[src/rtl/horiz_timing_gen.sv]
// Horizontal VGA timing generator: divides pclk into a pixel tick, counts columns
// across a line and produces hsync, h_active and a one-cycle line_end strobe.
module horiz_timing_gen #(
    parameter int H_ACTIVE = 640,
    parameter int H_FP     = 16,
    parameter int H_SYNC   = 96,
    parameter int H_BP     = 48,
    parameter int DIV      = 4,
    parameter bit SYNC_POL = 1'b0,
    parameter int WIDTH    = 10
) (
    input  logic             pclk,
    input  logic             rst,
    input  logic             run,
    output logic [WIDTH-1:0] Hcnt,
    output logic             pix_tick,
    output logic             line_end,
    output logic             hsync,
    output logic             h_active
);

    localparam int H_TOTAL = H_ACTIVE + H_FP + H_SYNC + H_BP;
    localparam int DW      = (DIV > 1) ? $clog2(DIV) : 1;

    localparam logic [DW-1:0]    DIV_LAST    = DW'(DIV - 1);
    localparam logic [WIDTH-1:0] COL_LAST    = WIDTH'(H_TOTAL - 1);
    localparam logic [WIDTH-1:0] FRONT_START = WIDTH'(H_ACTIVE);
    localparam logic [WIDTH-1:0] SYNC_START  = WIDTH'(H_ACTIVE + H_FP);
    localparam logic [WIDTH-1:0] BACK_START  = WIDTH'(H_ACTIVE + H_FP + H_SYNC);

    typedef enum logic [1:0] {
        ST_ACTIVE,
        ST_FRONT,
        ST_SYNC,
        ST_BACK
    } state_t;

    state_t           r_state;
    logic [DW-1:0]    r_div_cnt;
    logic [WIDTH-1:0] r_hcnt;
    logic             r_hsync;
    logic             r_h_active;

    logic             w_tick;
    logic             w_last_col;
    logic [WIDTH-1:0] w_hcnt_nxt;
    state_t           w_state_nxt;

    // Phase owning a column; an empty phase has coincident bounds and is never selected.
    function automatic state_t phase_of(input logic [WIDTH-1:0] col);
        if (col < FRONT_START)     return ST_ACTIVE;
        else if (col < SYNC_START) return ST_FRONT;
        else if (col < BACK_START) return ST_SYNC;
        else                       return ST_BACK;
    endfunction

    assign w_tick      = run && (r_div_cnt == DIV_LAST);
    assign w_last_col  = (r_hcnt == COL_LAST);
    assign w_hcnt_nxt  = w_last_col ? '0 : r_hcnt + 1'b1;
    assign w_state_nxt = phase_of(w_hcnt_nxt);

    always_ff @(posedge pclk or posedge rst) begin
        if (rst) begin
            r_div_cnt  <= '0;
            r_hcnt     <= '0;
            r_state    <= ST_ACTIVE;
            r_hsync    <= ~SYNC_POL;
            r_h_active <= 1'b1;
        end else begin
            if (run) begin
                r_div_cnt <= (r_div_cnt == DIV_LAST) ? '0 : r_div_cnt + 1'b1;
            end
            // Column, phase and the phase-decoded outputs all move on the same tick edge.
            if (w_tick) begin
                r_hcnt     <= w_hcnt_nxt;
                r_state    <= w_state_nxt;
                r_hsync    <= (w_state_nxt == ST_SYNC) ? SYNC_POL : ~SYNC_POL;
                r_h_active <= (w_state_nxt == ST_ACTIVE);
            end
        end
    end

    assign Hcnt     = r_hcnt;
    assign pix_tick = w_tick;
    assign line_end = w_tick && w_last_col;
    assign hsync    = r_hsync;
    assign h_active = r_h_active;

endmodule

[config.mk]
export PLATFORM = sky130hd
export DESIGN_NAME = horiz_timing_gen
export DESIGN_NICKNAME = d
export VERILOG_FILES = /design/src/rtl/horiz_timing_gen.sv
export SDC_FILE = /design/constraint.sdc
export NUM_CORES = 1
export LEC_CHECK = 0
export CAP_MARGIN = 15
export CORE_ASPECT_RATIO = 1.25
export CORE_MARGIN = 2
export CORE_UTILIZATION = 54
export CTS_CLUSTER_SIZE = 30
export DETAILED_ROUTE_END_ITERATION = 10
export PLACE_DENSITY = 0.84
export SYNTH_ARGS = -nofsm -noshare
export SYNTH_HDL_FRONTEND = slang
export SYNTH_SLANG_ARGS = --single-unit
export TNS_END_PERCENT = 5
[constraint.sdc]
create_clock -name pclk -period 3.8 [get_ports pclk]
set_clock_uncertainty 0.05 [all_clocks]
set_input_delay 0.76 -clock pclk [delete_from_list [all_inputs] [get_ports pclk]]
set_output_delay 0.76 -clock pclk [all_outputs]
set_load 0.02 [all_outputs]
=== Word level (Yosys, flattened, before mapping) ===
Cells that the tools add are included.

* Add/sub/neg operators: 2
* $lt $le $gt $ge: 3
* Equal/unequal tests: 3
* Multiplexer cells: 6
* Reduce and logical (&&, ||, !) cells: 3

{| class="wikitable"
|+ Operator list
! kind !! count
|-
| < comparator 10 bit, second input constant || 3
|-
| adder 10 x 1 -> 10 bit, second input constant || 1
|-
| equality test 10 bit, second input constant || 1
|-
| 2-to-1 mux 10 bit || 1
|-
| 2-to-1 mux 2 bit || 3
|-
| equality test 2 bit, second input constant || 2
|-
| adder 2 x 1 -> 2 bit, second input constant || 1
|-
| logical AND 1 bit || 2
|-
| zero test 2 bit || 1
|-
| 2-to-1 mux 1 bit || 2
|}

* Register bits after elaboration: 14
* Input bits: 3
* Output and inout port bits: 14
* Word-level logic and storage cells: 21

=== Logic depth before layout (Yosys ltp) ===
Gate-level depths: netlist of run 1.

* Depth after elaboration: 8
* Gate-level depth with buffers: 7
* Mapped depth without buffers: 7

=== Worst setup path before layout of run 1 ===
Ideal clock, no wire load.

* Path type: flip-flop to output port
* Start point: reg r_hcnt[0], in the netlist Hcnt[0]
* End point: out line_end
* Arrival time: 1.734 ns
* Data required time: 2.990 ns
* Setup slack: 1.256 ns
* Stages on the path, launching flop included: 5
* Path buffers: 0
* Cell sequence: dfrtp_1 -> ha_1 -> nand4_1 -> nor4_2 -> and2_1

* Cells in the longest elaborated chain, start to end: 2

{| class="wikitable"
|+ Ends and longest elaborated chain
! item !! line !! text
|-
| start: declaration || 40 || <nowiki>logic [WIDTH-1:0] r_hcnt;</nowiki>
|-
| start signal: assignment || 75 || <nowiki>r_hcnt <= w_hcnt_nxt;</nowiki>
|-
| equality test 10 bit || 58 || <nowiki>assign w_last_col = (r_hcnt == COL_LAST);</nowiki>
|-
| logical AND 1 bit || 85 || <nowiki>assign line_end = w_tick && w_last_col;</nowiki>
|-
| end: declaration || 17 || <nowiki>output logic line_end,</nowiki>
|}

Every way passes these cells.

=== Final worst setup path of run 1 ===
Ends and elaborated chain as after synthesis.

==> run summary, run 1 <==
status: finished clean
critical hold path startpoint: h_active
die area: 1977 µm²
R2R cell count: 6
critical path's slowest cell: clkdlybuf4s50_1
# port buffers: 16
Worst Path Required: 2.99 ns
routed wire length: 1.865 mm
Slew HR: 65.54%
Hold Path Depth: 2
CTS Buf Count: 3
via count: 772
CTS root buf: clkbuf_4
# diodes: 0
Worst Max-Slew Pin Slew: 0.5163 ns
Buf/Inv on CP: 1
hold buffer count at cts: 0
area grow syn2layout: 20.96%
Initial DRC Count: 25
post-layout util: 69.32%
CP Class: reg2out
power per cell area: 510.0 nW/µm²
Final Hold Violating Endpoints: 0
vias in the first global route: 672
Routability Congestion: 0.8306
# DRC: 0
gr ovfl total: 0
Max Cap Viol: 0
maximum clock path buffer count: 2
crit path cell chain: ha_1 > nand4_1 > nor4_2 > and2_1 > clkdlybuf4s50_1
Detailed Routing Iterations Pass 1: 4
VDD IR max: 0.3724 mV
CP max stage delay: 0.60 ns
Max Fclk: 289.2 MHz
via/cell ratio: 5.984
nets: 117
endpoints failing setup: 0
Distinct cells, synth: 36
clk_lat worst skew: 0.29 ns
WL/cell: 14.46 µm
Gate Count Post-Synth: 94
Starting Density: 57.31%
gr usage total: 21.94%
Final Max Tran Viols: 0
Worst Setup SP: Hcnt[0]
Reg2Reg Capture Point: h_active
Filler Cells Inserted: 113
Post-CTS Setup Bufs: 0
Syn Std Cell Area: 883.3 µm²
I/O pin count: 17
Crit Path Max Fanout: 8
Warnings, synthesis: 0
setup TNS: 0 ns
Avg Inst Size Synth: 9.397 µm²
post-route clock period utilization: 90.99%
CTS Sinks: 14
Clock Pin Slew Worst Setup and Hold Paths: 0.09 ns
CP delay by family, top: simple AND/OR/NAND/NOR gates
Hold Crit Endpoint: h_active
Synth Net Count: 99
Leak Pwr: 0.4259 nW
largest net degree at the start of global routing: 15
die height: 49.22 µm
RSZ-0062 raised after global routing: no
H-tree levels: 1
Core Region: 1541 µm²
crit path time final: 3.458 ns
first-pass GRT wire length: 3.070 mm
post-route cell area: 1069 µm²
Post-Place Cell Area: 1032 µm²
Reg2Reg Launch Point: Hcnt[0]
initial antenna violation count: 0
share of cells above drive strength 1: 17.12%
Yosys reg bits: 14
Die Span X: 40.18 µm
Crit. End Element: output pin
# rows: 16
CP Launch Type: register
placed wire-length estimate: 1.413 mm
WP data arrival: 2.65 ns
Hold Crit Class: reg2reg
Post-DRT Antenna Nets: 0
sequential fraction of the synthesis area: 39.94%
r2r setup slk: 1.66 ns
clock tree from TritonCTS: built
CTS resizes: 0
[per-layer routing]
| metal | GRT usage, % | vias up | part of all wire [%] |
|---|---|---|---|
| li1 | - | 381 | - |
| met1 | 31.55 | 368 | 46 |
| met2 | 31.99 | 18 | 49 |
| met3 | 4.110 | 5 | 3.4 |
| met4 | 8.333 | 0 | 1.8 |
| met5 | 0 | - | 0 |
[state kept, by name (all words and copies together) (netlist names)]
signal	cells
Hcnt	10
r_div_cnt	2
h_active	1
hsync	1
[report_power, final]
group | switching, mW | internal (mW)
clock | 0.0499 | 0.0584
sequential | 0.0591 | 0.182
combinational | 0.101 | 0.0941
total | 0.210 | 0.335
[cells in the mapped netlist]
cell type  count  area share, %
nand3b_1       1           0.85
o21ai_1        1           0.57
and4_2         1            1.1
dfstp_2        2            5.9
inv_1          3            1.3
mux2_2         2            2.5
or4_4          1            1.3
or4_1          1           0.85
ha_1           2            2.8
nand4_4        1            2.4
o21ai_0        5            2.8
o22ai_1        3            2.1
o41ai_1        1           0.99
nor4_2         1            1.4
buf_6          3            3.8
dfrtp_1       12             34
a21o_2         1           0.99
o41ai_2        1            1.8
o31ai_1        2            1.7
o21bai_1       1           0.85
nand2_1       19            8.1
nand3_1        5            2.8
a22o_1         1           0.99
nor2_1         7            3.0
nand4_1        2            1.4
o31a_1         1           0.99
and2_1         1           0.71
and3_2         1           0.85
a211o_1        1           0.99
a21oi_2        2            2.0
buf_4          1           0.85
xnor2_1        3            3.0
a21oi_1        2            1.1
or2_4          1           0.99
o211ai_1       1           0.85
o32a_1         1            1.1
[logic make-up (layout without fill, tap and decap cells)]
logic type / after synthesis / after routing / synth area share, %
xor gates and xnor gates: 3 / 3 / 2.975
AOI/OAI and AO/OA: 24 / 24 / 19.97
DFF: 14 / 14 / 39.94
muxes: 2 / 2 / 2.549
adders and majority gates: 2 / 2 / 2.832
buffers and inverters: 7 / 24 / 5.949
and+or+nand+nor: 42 / 42 / 25.78
[per-stage QoR]
stage | setup slack (ns) | std cells | hold slack (ns) | power [mW]
after floorplan | 1.256 | 94 | 0.4348 | 0.3557
after global placement | 0.6735 | 125 | 0.4448 | 0.4266
after detailed placement | 0.6249 | 125 | 0.4437 | 0.4388
after CTS | 0.3544 | 129 | 0.4613 | 0.5490
after global routing | 0.1777 | 129 | 0.4815 | 0.5754
final | 0.3424 | 129 | 0.4579 | 0.5449
[final cells by class]
type / count / area [µm²] / area share [%]
inverter: 3 / 11.26 / 1.054
tap: 18 / 22.52 / 2.108
sequential: 14 / 352.8 / 33.02
timing repair buffer: 17 / 167.7 / 15.69
clock buffer: 4 / 36.28 / 3.396
multi-input combinational: 73 / 478.0 / 44.73
[how the worst max path moves through the flow]
| stage | depth (start not counted) | slack (ns) | end |
|---|---|---|---|
| after global routing | 5 | 0.18 | line_end |
| after detailed placement | 5 | 0.62 | line_end |
| after global placement | 5 | 0.67 | line_end |
| after CTS | 5 | 0.35 | line_end |
| after floorplan | 4 | 1.26 | line_end |
| final | 5 | 0.34 | line_end |
[layout by cell type (no fill, tap or decap), types with 2 or more instances in the layout]
cell              n
nand2_1          19
xnor2_1           3
inv_1             3
clkbuf_4          3
o22ai_1           3
dfrtp_1          12
nand3_1           5
o21ai_0           5
dfstp_2           2
o31ai_1           2
a21oi_2           2
nand4_1           2
mux2_2            2
ha_1              2
a21oi_1           2
nor2_1            7
clkdlybuf4s50_1  16
[worst min-delay path: stages, from the launching register on]
cell     delay, ns
dfstp_2       0.38
nor2_1        0.09
a21oi_1       0.05
No activity file was read; power rests on OpenSTA's default activity.
==> inputs of run 2 (changes only) <==
CELL_PAD_IN_SITES_DETAIL_PLACEMENT = 2   (was default)
CELL_PAD_IN_SITES_GLOBAL_PLACEMENT = 2   (was default)
CORE_UTILIZATION = 33   (was 54)
PLACE_DENSITY = 0.83   (was 0.84)
SLEW_MARGIN = 20   (was default)
==> run 2 against run 1 <==
First-iteration DRC count is 68% lower; non-clock buffer count is 1 higher; flip-flop and latch count stayed put; global-route usage is 4.2 points lower; final cell count is 13% higher; die area is 57% higher; total power is 2.2% higher; sequential power is 3% higher; utilization is 27 points lower; clock power hardly changed; critical path depth is 1 higher; sequential share of layout area is 0.83 points lower; critical path type unchanged; largest power group unchanged.
==> run summary, run 2 (synthesis results as in run 1) <==
Slew HR: 62.19%
Fin Hold WS: 0.4685 ns
Max Fclk: 294.8 MHz
post-layout util: 42.14%
Crit. End Element: output pin
commonest non-fill, non-tap cell in the layout: nand2_1
CP Launch Type: register
Post-DRT Antenna Nets: 0
Die Span X: 50.28 µm
hold buffer count at cts: 0
initial antenna violation count: 0
Leak Pwr: 0.4314 nW
Int Pwr: 0.3355 mW
Routability Congestion: 0.8098
WL/cell: 17.05 µm
GR Util met1: 21.44%
CTS root buf: clkbuf_4
Worst Max-Slew Pin Slew: 0.5665 ns
Max Cap Viol: 0
CP Class: reg2out
grt peak-use layer: met2
Clock Pin Slew Worst Setup and Hold Paths: 0.09 ns
crit path time final: 3.392 ns
# port buffers: 16
nets: 118
power per cell area: 508.3 nW/µm²
Final Max Tran Viols: 0
Core Region: 2601 µm²
Crit Path Max Fanout: 8
routed wire length: 2.489 mm
clk_lat worst skew: 0.28 ns
first-pass GRT wire length: 4.077 mm
CTS Sinks: 14
clock network fraction of design power: 19.8%
WP data arrival: 2.58 ns
placed wire-length estimate: 1.890 mm
Post-CTS Setup Bufs: 0
Starting Density: 33.96%
vias in the first global route: 836
GR Util met3: 3.589%
H-tree levels: 1
# rows: 21
most frequent cells in the layout: nand2_1, clkdlybuf4s50_1, dfrtp_1
Psw: 0.2217 mW
Switching Fraction: 39.79%
share of cells above drive strength 1: 17.86%
maximum clock path buffer count: 2
status: finished clean
area grow syn2layout: 24.08%
sequential share of power: 44.4%
Filler Cells Inserted: 302
area of the multi-input gates: 478.0 µm²
Initial DRC Count: 8
logic gate share of total power: 35.8%
Final Hold Violating Endpoints: 0
max reg flops: 10
I/O pin count: 17
setup TNS: 0 ns
gr usage total: 17.73%
Worst Path Required: 2.99 ns
via/cell ratio: 5.527
die area: 3109 µm²
clock tree from TritonCTS: built
CTS Buf Count: 3
Detailed Routing Iterations Pass 1: 3
met2 Resource Use GR: 32.52%
RSZ-0062 raised after global routing: no
post-route clock period utilization: 89.25%
Hold Crit Class: reg2reg
CTS resizes: 0
gr ovfl total: 0
die height: 61.85 µm
via count: 807
# diodes: 0
VDD IR max: 0.2824 mV
endpoints failing setup: 0
# DRC: 0
largest net degree at the start of global routing: 15
register area: 352.8 µm²
-- run 2: cell count changes in the layout (fill, tap and decap cells not counted) --
| cell | before | now |
|---|---|---|
| buf_4 | 1 | 2 |
-- run 2: final timing paths --
| path | startpoint | endpoint | slack (ns) | depth (start not counted) |
|---|---|---|---|---|
| worst max-delay path | Hcnt[0] | line_end | 0.41 | 6 |
| worst min-delay path | h_active | h_active | 0.47 | 2 |
| worst max register to register | Hcnt[0] | h_active | 1.58 | 6 |
| worst min register to register | h_active | h_active | 0.47 | 2 |
| max in group asynchronous | rst | hsync | 2.55 | 2 |
| min in group asynchronous | rst | Hcnt[0] | 0.77 | 2 |
-- run 2: power groups by stage --
stage,Combinational (mW),Clock (mW),Sequential (mW)
6_report,0.199,0.110,0.248
5_1_grt,0.218,0.121,0.255
4_1_cts,0.205,0.113,0.247
3_5_place_dp,0.204,0,0.250
3_3_place_gp,0.190,0,0.245
2_1_floorplan,0.0982,0,0.257
-- run 2: critical path, stage by stage, from the launching register on --
cell,delay (ns)
dfrtp_1,0.53
ha_1,0.36
nand4_1,0.21
nor4_2,0.30
buf_4,0.18
and2_1,0.13
clkdlybuf4s50_1,0.59
-- run 2: routing by layer --
layer	vias to the layer above	part of all wire, %
li1	380	-
met1	409	43
met2	12	53
met3	6	2.5
met4	0	1.2
met5	-	0
-- run 2: final cells by class --
type                    instances  area share (%)
flip-flops and latches         14           32.19
repair buffers                 18           15.98
well taps                      34           3.881
inverters                       3           1.027
clock buffers                   4           3.311
multi-input cells              73           43.61
-- run 2: metrics by stage --
step	instance area, µm²	instances	setup WS (ns)	total power, mW
floorplan	883.3	94	1.256	0.3557
global placement	1060	142	0.6148	0.4343
detailed placement	1060	142	0.5457	0.4543
CTS	1096	146	0.3893	0.5651
global route	1096	146	0.2159	0.5939
finish	1096	146	0.4083	0.5572
